## config.mk

```make
export PLATFORM = sky130hd
export DESIGN_NAME = xbar_out_allocator
export DESIGN_NICKNAME = d
export VERILOG_FILES = /design/src/rtl/xbar_out_allocator.sv
export SDC_FILE = /design/constraint.sdc
export NUM_CORES = 1
export LEC_CHECK = 0
export ABC_AREA = 1
export ABC_CLOCK_PERIOD_IN_PS = 2700
export CAP_MARGIN = 20
export CORE_MARGIN = 5
export CORE_UTILIZATION = 50
export CTS_BUF_LIST = sky130_fd_sc_hd__clkbuf_8
export CTS_CLUSTER_SIZE = 14
export DETAILED_ROUTE_END_ITERATION = 8
export GPL_TIMING_DRIVEN = 1
export PLACE_DENSITY = 0.77
export RECOVER_POWER = 100
export SLEW_MARGIN = 20
export SYNTH_ARGS = -nofsm -noshare
export SYNTH_HDL_FRONTEND = slang
export SYNTH_SLANG_ARGS = --single-unit
```

## constraint.sdc

```tcl
create_clock -name clk -period 2.7 [get_ports clk]
set_input_delay 0.405 -clock clk [delete_from_list [all_inputs] [get_ports clk]]
set_output_delay 0.405 -clock clk [all_outputs]
set_load 0.1 [all_outputs]
```

## src/rtl/xbar_out_allocator.sv

```systemverilog
// Output-port allocator: round-robin arbitration over five inputs, wormhole
// ownership of the output until a tail flit moves, and downstream credit tracking.
module xbar_out_allocator #(
    parameter int CREDIT_COUNT = 4,
    parameter int CNT_WIDTH    = 3
) (
    input  logic                 clk,
    input  logic                 reset,
    input  logic [4:0]           req,
    input  logic [4:0]           tail,
    input  logic                 credit_in,
    output logic [4:0]           sel,
    output logic [4:0]           grant,
    output logic                 valid_out,
    output logic [CNT_WIDTH-1:0] credit_cnt
);

    localparam logic [CNT_WIDTH-1:0] CMAX = CNT_WIDTH'(CREDIT_COUNT);

    typedef enum logic {
        S_IDLE   = 1'b0,
        S_LOCKED = 1'b1
    } state_t;

    state_t               r_state;
    logic [4:0]           r_sel;
    logic [2:0]           r_last;
    logic [CNT_WIDTH-1:0] r_credit;

    logic                 w_xfer;
    logic                 w_tail_xfer;
    logic                 w_win_found;
    logic [2:0]           w_win_idx;
    logic [3:0]           w_scan;

    // r_sel is zero outside LOCKED, so it alone qualifies a transfer; reset masks strobes.
    assign w_xfer      = reset && (|(r_sel & req)) && (r_credit != '0);
    assign w_tail_xfer = w_xfer && (|(r_sel & tail));

    assign sel        = r_sel;
    assign grant      = w_xfer ? r_sel : 5'b00000;
    assign valid_out  = w_xfer;
    assign credit_cnt = r_credit;

    // Scan upward from the input after the previous winner, wrapping at 5.
    always_comb begin
        w_win_found = 1'b0;
        w_win_idx   = 3'd0;
        w_scan      = 4'd0;
        for (int i = 1; i <= 5; i++) begin
            w_scan = {1'b0, r_last} + 4'(i);
            if (w_scan >= 4'd5) begin
                w_scan = w_scan - 4'd5;
            end
            if (!w_win_found && req[w_scan[2:0]]) begin
                w_win_found = 1'b1;
                w_win_idx   = w_scan[2:0];
            end
        end
    end

    always_ff @(posedge clk) begin
        if (!reset) begin
            r_state  <= S_IDLE;
            r_sel    <= 5'b00000;
            r_last   <= 3'd4;
            r_credit <= CMAX;
        end else begin
            // A returned credit and a sent flit cancel; an excess return saturates.
            if (credit_in && !w_xfer) begin
                if (r_credit != CMAX) begin
                    r_credit <= r_credit + CNT_WIDTH'(1);
                end
            end else if (!credit_in && w_xfer) begin
                r_credit <= r_credit - CNT_WIDTH'(1);
            end

            case (r_state)
                S_IDLE: begin
                    if (w_win_found) begin
                        r_state <= S_LOCKED;
                        r_sel   <= 5'b00001 << w_win_idx;
                        r_last  <= w_win_idx;
                    end
                end
                S_LOCKED: begin
                    if (w_tail_xfer) begin
                        r_state <= S_IDLE;
                        r_sel   <= 5'b00000;
                    end
                end
                default: begin
                    r_state <= S_IDLE;
                    r_sel   <= 5'b00000;
                end
            endcase
        end
    end

endmodule
```

Yosys cells after proc, flatten, opt, wreduce, memory -nomap -nowiden
Cells that the tools add are included.
{"block": "classes", "n_reduce_logical": 22, "bitwise_logic": 3, "multipliers": 0, "div": 0, "muxes": 35, "shift": 1, "n_addsub": 12, "n_eq_ne": 4, "n_lt_le_gt_ge": 10}
{"operator": "3-bit 2-to-1 mux", "n": 13}
{"operator": "4-bit by 3-bit >= comparator with 1-bit output, second input constant", "n": 5}
{"operator": "3-bit by 4-bit less-than comparator with 1-bit output, second input constant", "n": 5}
{"operator": "1-bit binary-select mux with 3-bit select", "n": 5}
{"operator": "5-bit 2-to-1 mux", "n": 3}
{"operator": "3-bit subtractor, second input constant", "n": 5}
{"operator": "1-bit 2-to-1 mux", "n": 12}
{"operator": "5-bit bitwise AND", "n": 2}
{"operator": "5-bit one-hot mux with 2 select lines", "n": 1}
{"operator": "5-bit OR reduction", "n": 2}
{"operator": "1-bit logical AND", "n": 9}
{"operator": "3-bit by 2-bit adder with 4-bit output, second input constant", "n": 2}
{"operator": "3-bit by 3-bit adder with 4-bit output, second input constant", "n": 2}
{"operator": "1-bit logical NOT", "n": 6}
{"operator": "2-bit AND reduction", "n": 3}
{"operator": "1-bit by 3-bit left shift with 5-bit output, first input constant", "n": 1}
{"operator": "3-bit by 1-bit adder with 4-bit output, second input constant", "n": 1}
{"operator": "2-bit by 1-bit != test with 1-bit output, second input constant", "n": 2}
{"operator": "3-bit by 1-bit adder with 3-bit output, second input constant", "n": 1}
{"operator": "3-bit != test, second input constant", "n": 1}
{"operator": "3-bit nonzero test", "n": 1}
{"operator": "3-bit by 1-bit subtractor with 3-bit output, second input constant", "n": 1}
{"operator": "2-bit != test, second input constant", "n": 1}
{"operator": "1-bit one-hot mux with 2 select lines", "n": 1}
{"operator": "2 further kinds", "n": 2}
{"block": "word_totals", "register_bits": 12, "wordCells": 91, "romBits": 0, "mem_bits_rw": 0, "latch_bits": 0, "n_memories": 0, "output_inout_bits": 14}

Logic depth before layout (Yosys ltp)
Gate-level depths: netlist of run 1.
{"block": "depth", "word_depth": 21, "ltp_mapped": 21}

Worst setup path after synthesis of run 1
Ideal clock, no wire load.
{"block": "synth_path", "path_type": "reg-to-output", "startpoint": "reg r_sel[1], in the netlist sel[1]", "endpoint": "out grant[0]", "setup_slack_ns": -3.085, "n_path_buf": 0, "path_stages_with_launch": 7, "arrival_time_ns": 5.380, "t_required_ns": 2.295, "path_cell_list": "dfxtp_1 > inv_1 > o22ai_1 > a211oi_1 > nor3_1 > inv_1 > nor2_1"}
{"block": "synth_via", "elab_chain_len": 5}
{"element": "start, declared", "line_no": "26", "text": "logic [4:0] r_sel;"}
{"element": "start signal, assigned", "line_no": "82", "text": "r_sel <= 5'b00001 << w_win_idx;"}
{"element": "5-bit bitwise AND", "line_no": "37", "text": "assign w_xfer = reset && (|(r_sel & req)) && (r_credit != '0);"}
{"element": "5-bit OR reduction", "line_no": "37"}
{"element": "1-bit logical AND (2 in series)", "line_no": "37"}
{"element": "via valid_out", "line_no": "14", "text": "output logic valid_out,"}
{"element": "5-bit 2-to-1 mux", "line_no": "41", "text": "assign grant = w_xfer ? r_sel : 5'b00000;"}
{"element": "end, declared", "line_no": "13", "text": "output logic [4:0] grant,"}
The timed path passes the listed nets, and every way through them passes these cells.

Worst setup path in the final report of run 1
{"block": "layout_path", "startpoint": "reg r_last[0]", "endpoint": "reg r_sel[4], in the netlist sel[4]"}
{"block": "layout_via", "elab_chain_len": 21, "elab_cells_between_ends": 53, "cone_classes": "10 x add/sub; 5 x order compare; 1 x eq/ne; 1 x shift; 27 x mux; 9 x reduce/logical"}
{"element": "start, declared", "line_no": "27", "text": "logic [2:0] r_last;"}
{"element": "start signal, assigned", "line_no": "83", "text": "r_last <= w_win_idx;"}
{"element": "3-bit by 1-bit adder with 4-bit output", "line_no": "51", "text": "w_scan = {1'b0, r_last} + 4'(i);"}
{"element": "4-bit by 3-bit >= comparator with 1-bit output / 3-bit subtractor (equally long branches)", "line_no": "52, 53"}
{"element": "3-bit 2-to-1 mux", "line_no": "52", "text": "if (w_scan >= 4'd5) begin"}
{"element": "1-bit binary-select mux with 3-bit select", "line_no": "55", "text": "if (!w_win_found && req[w_scan[2:0]]) begin"}
{"element": "1-bit 2-to-1 mux (not written as such)", "line_no": "55"}
{"element": "1-bit 2-to-1 mux", "line_no": "55"}
{"element": "1-bit logical NOT", "line_no": "55"}
{"element": "1-bit logical AND", "line_no": "55"}
{"element": "[5 not listed]"}
{"element": "1-bit logical AND", "line_no": "55"}
{"element": "1-bit 2-to-1 mux", "line_no": "55"}
{"element": "1-bit logical NOT", "line_no": "55"}
{"element": "1-bit logical AND", "line_no": "55"}
{"element": "3-bit 2-to-1 mux", "line_no": "55"}
{"element": "1-bit by 3-bit left shift with 5-bit output", "line_no": "82"}
{"element": "5-bit 2-to-1 mux", "line_no": "80", "text": "if (w_win_found) begin"}
{"element": "5-bit one-hot mux with 2 select lines", "line_no": "78", "text": "case (r_state)"}
Several ways; a longest one is shown, not always the timed one. The select of a mux whose other input is x is not followed.
A chain may end at the register's enable or synchronous reset.

==> impl_results.md, run 1 <==
- GRT Total Usage: about a fifth
- Worst r2r src: r_last[0]
- WL met2: ~2400 um
- Run status: completed
- Setup violators final: 0
- Gr ovfl total: 0
- Tmin final: 2.640 ns
- Seq/Total Area, Yosys: 15.43%
- Row cnt: 20
- CP endpoint kind: flip-flop
- Total wire length: ~4700 um
- Share of cells above drive strength 1: 33.55%
- Most frequent cell after synthesis: nand2_1
- Met1 wire length: around 2100 um
- Antenna-violating nets left: 0
- Vias in the first global route: 1597
- Nets@finish: 339
- Clk_skew: 0.002236 ns
- FF-to-FF End: sel[4]
- Slew Viols, Final: 0
- Root Driver: clkbuf_8
- Area growth, synth to finish: 47.91%
- # Max-Cap Violations: 0
- Req. time, crit path: between 2 and 3 ns
- Fin. Hold Viols: 0
- Crit Path Max Fanout: 5
- Final Worst Setup Slack: ~0.06 ns
- Placement Setup Slack: -0.01234 ns
- Met3 Wirelength: between 200 and 250 um
- Final hold slack: 0.4621 ns
- Clk buf depth: 2
- TritonCTS Buffers: 3
- Synthesized instance count: 260
- Port bufs: 26
- Critical Path AT: 2.81 ns
- Die footprint: 4329 um^2
- Residual DRC: 0
- WL per Instance: between 10 and 15 um
- Hold path depth: 1
- Synth warnings: 0
- Clk_lat worst skew: 0.24 ns
- Min-Delay Endpoint: credit_cnt[0]
- DRT iter0 DRCs: 203
- Distinct cells, synth: 31
- Slew HR: 21.64%
- Syn Area/Cell: 5.987 um^2
- Initial antenna violation count: 0
- Top layer in use: met4
- Clock transition at the registers of the reported paths: 0.05 ns
- CP max-delay cell: dfxtp_4
- Critical path buffer and inverter count: 4
- I/O pins: 27
- Post-synth ARST share: 0%
- Via density per instance: 5.277
- Delay-heaviest family, CP: simple AND/OR/NAND/NOR gates
- Area leader, netlist: nand2_1
- Hold path startpoint: credit_cnt[0]
- Filler Cell Count: 237
- Setup TNS Final: 0 ns
- Inserted Diodes: 0
- Starting Density: 51.40%
- Most used DFF post-synth: dfxtp_1
- Top post-synthesis cells by count: nand2_1, inv_1, nand3_1
- Die Y: 65.80 um
- Peak Freq: 378.8 MHz
- Max incr delay on CP: between 0.3 and 0.4 ns
- Setup CP Type: flip-flop to flip-flop
- Post-synthesis cell area: between 1500 and 2000 um^2
- Hold-fix buffers, CTS: 0
- Synthesized flop and latch total: 12
- Vias: 1884
- FF-to-FF path depth: 20
- CTS tree: yes
- Largest net degree at the start of global routing: 19
- Top cell type's share of synthesized area: 16.16%
- Crit path depth: 20
- Initial DRT Pass Iterations: 4
- EDFF count, synth: 0
- Chip Width: between 60 and 70 um
- CTS H-Tree Depth: 1
- Clock sink count: 12
- Top post-synthesis cells by area: nand2_1, dfxtp_1, nand3_1
- Core Area: between 3000 and 4000 um^2
- Placed wire-length estimate: around 3500 um
- RSZ-0062 raised after global routing: yes
- GP Congestion: 1.002
- Worst Setup Start Kind: flip-flop
- Syn Nets: 285
- First-pass GRT wire length: 7189 um
- Worst hold path type: flip-flop to flip-flop
- CP dominant cell by count: nand2_2
- FF-to-FF setup slack: 0.06 ns
- Worst-Margin Slew: 1.181 ns
- Worst-path cell chain: inv_4 > ha_4 > inv_2 > fa_2 > inv_2 > nand2_1 > nand2_1 > nand2_1 > nand2_2 > nand3b_1 > nand3_1 > nand2_2 > nand3_2 > nor2_4 > nand2_2 > o21ai_4 > inv_2 > nor2_4 > nand2_2 > a21oi_2
- Fin crit share: a little over nine tenths
- Final Util: 76.03%
[timing repair]
| action | CTS | global route |
|---|---|---|
| gates cloned | 0 | 0 |
| pin swaps | 1 | 12 |
| endpoints found under the setup margin | 6 | 9 |
| resized for setup | 1 | 40 |
| setup buffers | 2 | 8 |
[cell usage in the layout (no fill, tap or decap), drive strengths merged, types with 3 or more instances in the layout]
cell           count
o21ai             18
clkbuf            13
o211ai             4
nand3             38
inv               41
dfxtp             12
nand2             75
ha                10
nand4              7
nor2              24
clkdlybuf4s50     12
or2                3
a21oi             12
buf               30
[how the worst max path moves through the flow]
stage               startpoint        end  slack, ns
floorplan               sel[1]   grant[0]      -0.19
global placement     r_last[0]  r_last[1]     -0.009
detailed placement   r_last[0]     sel[0]      -0.01
CTS                  r_last[0]     sel[4]      0.004
global route         r_last[0]     sel[4]      -0.12
finish               r_last[0]     sel[4]       0.06
[state kept, by name, indices dropped and copies added (netlist names)]
signal      flops
sel             5
credit_cnt      3
r_last          3
r_state         1
[final cells by class]
type	count	area, um^2	area share [%]
multi-input cells	204	1297	56.36
repair buffers	51	452.9	19.67
flip-flops and latches	12	274.0	11.90
inverters	42	167.7	7.283
clock buffers	4	55.05	2.391
well taps	44	55.05	2.391
[metal layers]
metal,GRT usage [%],up-vias
met4,1.554,0
met5,0,-
li1,-,966
met2,36.17,59
met1,28.35,857
met3,3.571,2
[worst reg2reg max path: cells and delay by family (launching register included)]
family / cells / cell delay (ns)
adders and majority gates: 2 / 0.45
buffers and inverters: 4 / 0.29
and+or+nand+nor: 12 / 1.19
DFF: 1 / 0.35
AOI/OAI and AO/OA: 2 / 0.28
[per-stage QoR]
step | cells | area [um^2]
5_1_grt | 357 | 2302
4_1_cts | 349 | 2176
6_report | 357 | 2302
2_1_floorplan | 260 | 1660
3_3_place_gp | 343 | 2106
3_5_place_dp | 343 | 2106
[cells by family (layout without fill, tap and decap cells)]
logic type	Yosys count	count (layout)	synth area share (%)
AND/OR/NAND/NOR	150	150	45.74
buffers and inverters	44	97	11.58
AO/OA/AOI/OAI	39	39	14.95
adder cells (fa/ha/maj)	12	12	10.61
flip-flops	12	12	15.43
XOR/XNOR	3	3	1.688
Power of run 1 is not shown: default switching activity piles up to over one toggle a cycle in this logic, so the estimate is an artifact.
==> run 2, diff against run 1 <==
--- a/config.mk
+++ b/config.mk
@@ -16,6 +16,7 @@
 export GPL_TIMING_DRIVEN = 1
 export PLACE_DENSITY = 0.77
 export RECOVER_POWER = 100
+export SKIP_LAST_GASP = 1
 export SLEW_MARGIN = 20
 export SYNTH_ARGS = -nofsm -noshare
 export SYNTH_HDL_FRONTEND = slang
==> run 2 against run 1 <==
The run now ends with negative setup slack left. Global-route usage unchanged. Via count increased by 0.64%. Critical path depth unchanged. Non-clock buffer count is the same.
==> impl_results.md, run 2 (same netlist as run 1, synthesis figures left out) <==
- Max incr delay on CP: 0.35 ns
- Slew HR: 21.68%
- Hold-fix buffers, CTS: 0
- I/O pins: 27
- Die Y: 65.80 um
- Clock sink count: 12
- Crit Path Max Fanout: 5
- Antenna-violating nets left: 0
- Failing checks: negative setup slack
- Worst-Margin Slew: 1.180 ns
- CP dominant cell by count: nand2_1
- Area growth, synth to finish: 47.27%
- GRT Total Usage: 20.98%
- Fin crit share: 100.8%
- Vias: 1896
- Initial DRT Pass Iterations: 4
- Nets@finish: 339
- Total wire length: between 4000 and 5000 um
- Setup CP Type: flip-flop to flip-flop
- CTS tree: yes
- Leading cell type in the layout, fill and taps excluded: nand2_1
- Die footprint: 4329 um^2
- CP endpoint kind: flip-flop
- Inserted Diodes: 0
- Core Area: 3028 um^2
- Placement Setup Slack: -0.01234 ns
- Initial antenna violation count: 0
- Clock transition at the registers of the reported paths: 0.05 ns
- Worst hold path type: flip-flop to flip-flop
- First-pass GRT wire length: around 7200 um
- Clk_lat worst skew: 0.24 ns
- WL per Instance: 13.22 um
- Row cnt: 20
- TritonCTS Buffers: 3
- # Max-Cap Violations: 0
- Req. time, crit path: 2.85 ns
- Final Worst Setup Slack: -0.02177 ns
- Gr ovfl total: 0
- Setup violators final: 1
- Chip Width: 65.80 um
- GP Congestion: 1.002
- Residual DRC: 0
- Peak Freq: around 370 MHz
- Slew Viols, Final: 0
- Tmin final: between 2 and 3 ns
- Via density per instance: 5.311
- Port bufs: 26
- CTS H-Tree Depth: 1
- Critical Path AT: 2.87 ns
- DRT iter0 DRCs: 177
- Delay-heaviest family, CP: simple AND/OR/NAND/NOR gates
- Worst-path cell chain: inv_4 > ha_4 > inv_2 > fa_2 > inv_2 > nand2_1 > nand2_1 > nand2_1 > nand2_2 > nand3b_1 > nand3_1 > nand2_2 > nand3_2 > nor2_4 > nand2_2 > o21ai_4 > inv_2 > nor2_4 > nand2_1 > a21oi_1
- Critical path buffer and inverter count: 4
- Worst Setup Start Kind: flip-flop
- Placed wire-length estimate: 3516 um
- Root Driver: clkbuf_8
- Run status: finished with violations
- Clk buf depth: 2
- Vias in the first global route: 1597
- Share of cells above drive strength 1: 32.91%
- CP max-delay cell: dfxtp_4
- Clk_skew: 0.002826 ns
- Largest net degree at the start of global routing: 19
- Starting Density: 51.40%
- Fin. Hold Viols: 0
- Commonest cells after routing, fill and taps aside: nand2_1, inv_1, nand3_1
- Max reg flops: 5
- RSZ-0062 raised after global routing: yes
- Setup TNS Final: -0.02177 ns
[run 2: path summary, 6_finish.rpt]
kind | from | end | slack [ns] | depth (start not counted)
max | r_last[0] | sel[3] | -0.02 | 20
min | credit_cnt[0] | credit_cnt[0] | 0.46 | 1
max reg2reg | r_last[0] | sel[3] | -0.02 | 20
min reg2reg | credit_cnt[0] | credit_cnt[0] | 0.46 | 1
[run 2: layout make-up]
| cell class | instances | area, um^2 |
|---|---|---|
| clock buffer | 4 | 55.05 |
| fill | 239 | 735.7 |
| timing repair buffer | 51 | 452.9 |
| tap | 44 | 55.05 |
| sequential | 12 | 274.0 |
| inverter | 42 | 167.7 |
| multi-input combinational | 204 | 1287 |
[run 2: what timing repair did]
item | CTS | global route
setup buffers | 2 | 8
gates cloned | 0 | 0
pin swaps | 1 | 12
gates resized for setup | 1 | 38
setup endpoints to repair | 6 | 9
[run 2: metrics by stage]
step | cells | hold slack, ns | util, % | instance area [um^2]
global route | 357 | 0.4878 | 75.70 | 2292
finish | 357 | 0.4606 | 75.70 | 2292
global placement | 343 | 0.4530 | 69.55 | 2106
floorplan | 260 | 0.4997 | - | 1660
detailed placement | 343 | 0.4579 | 69.55 | 2106
CTS | 349 | 0.4668 | 71.86 | 2176
[run 2: metal layers]
metal / global-route usage [%] / wire length [um] / up-vias
met5: 0 / 0 / -
met1: 28.35 / 2004 / 851
met4: 1.554 / 27 / 0
met2: 36.17 / 2350 / 69
met3: 3.571 / 337 / 7
li1: - / - / 969
Power of run 2 is left out for the same reason.
==> run 3, diff against run 2 <==
--- a/config.mk
+++ b/config.mk
@@ -11,9 +11,11 @@
 export CORE_MARGIN = 5
 export CORE_UTILIZATION = 50
 export CTS_BUF_LIST = sky130_fd_sc_hd__clkbuf_8
-export CTS_CLUSTER_SIZE = 14
+export CTS_CLUSTER_DIAMETER = 100
+export CTS_CLUSTER_SIZE = 16
 export DETAILED_ROUTE_END_ITERATION = 8
 export GPL_TIMING_DRIVEN = 1
+export HOLD_SLACK_MARGIN = 0.15
 export PLACE_DENSITY = 0.77
 export RECOVER_POWER = 100
 export SKIP_LAST_GASP = 1
==> results of run 3 <==
Final layout, timing and power as in run 2 (identical DEF).
Power of run 3 is left out for the same reason.
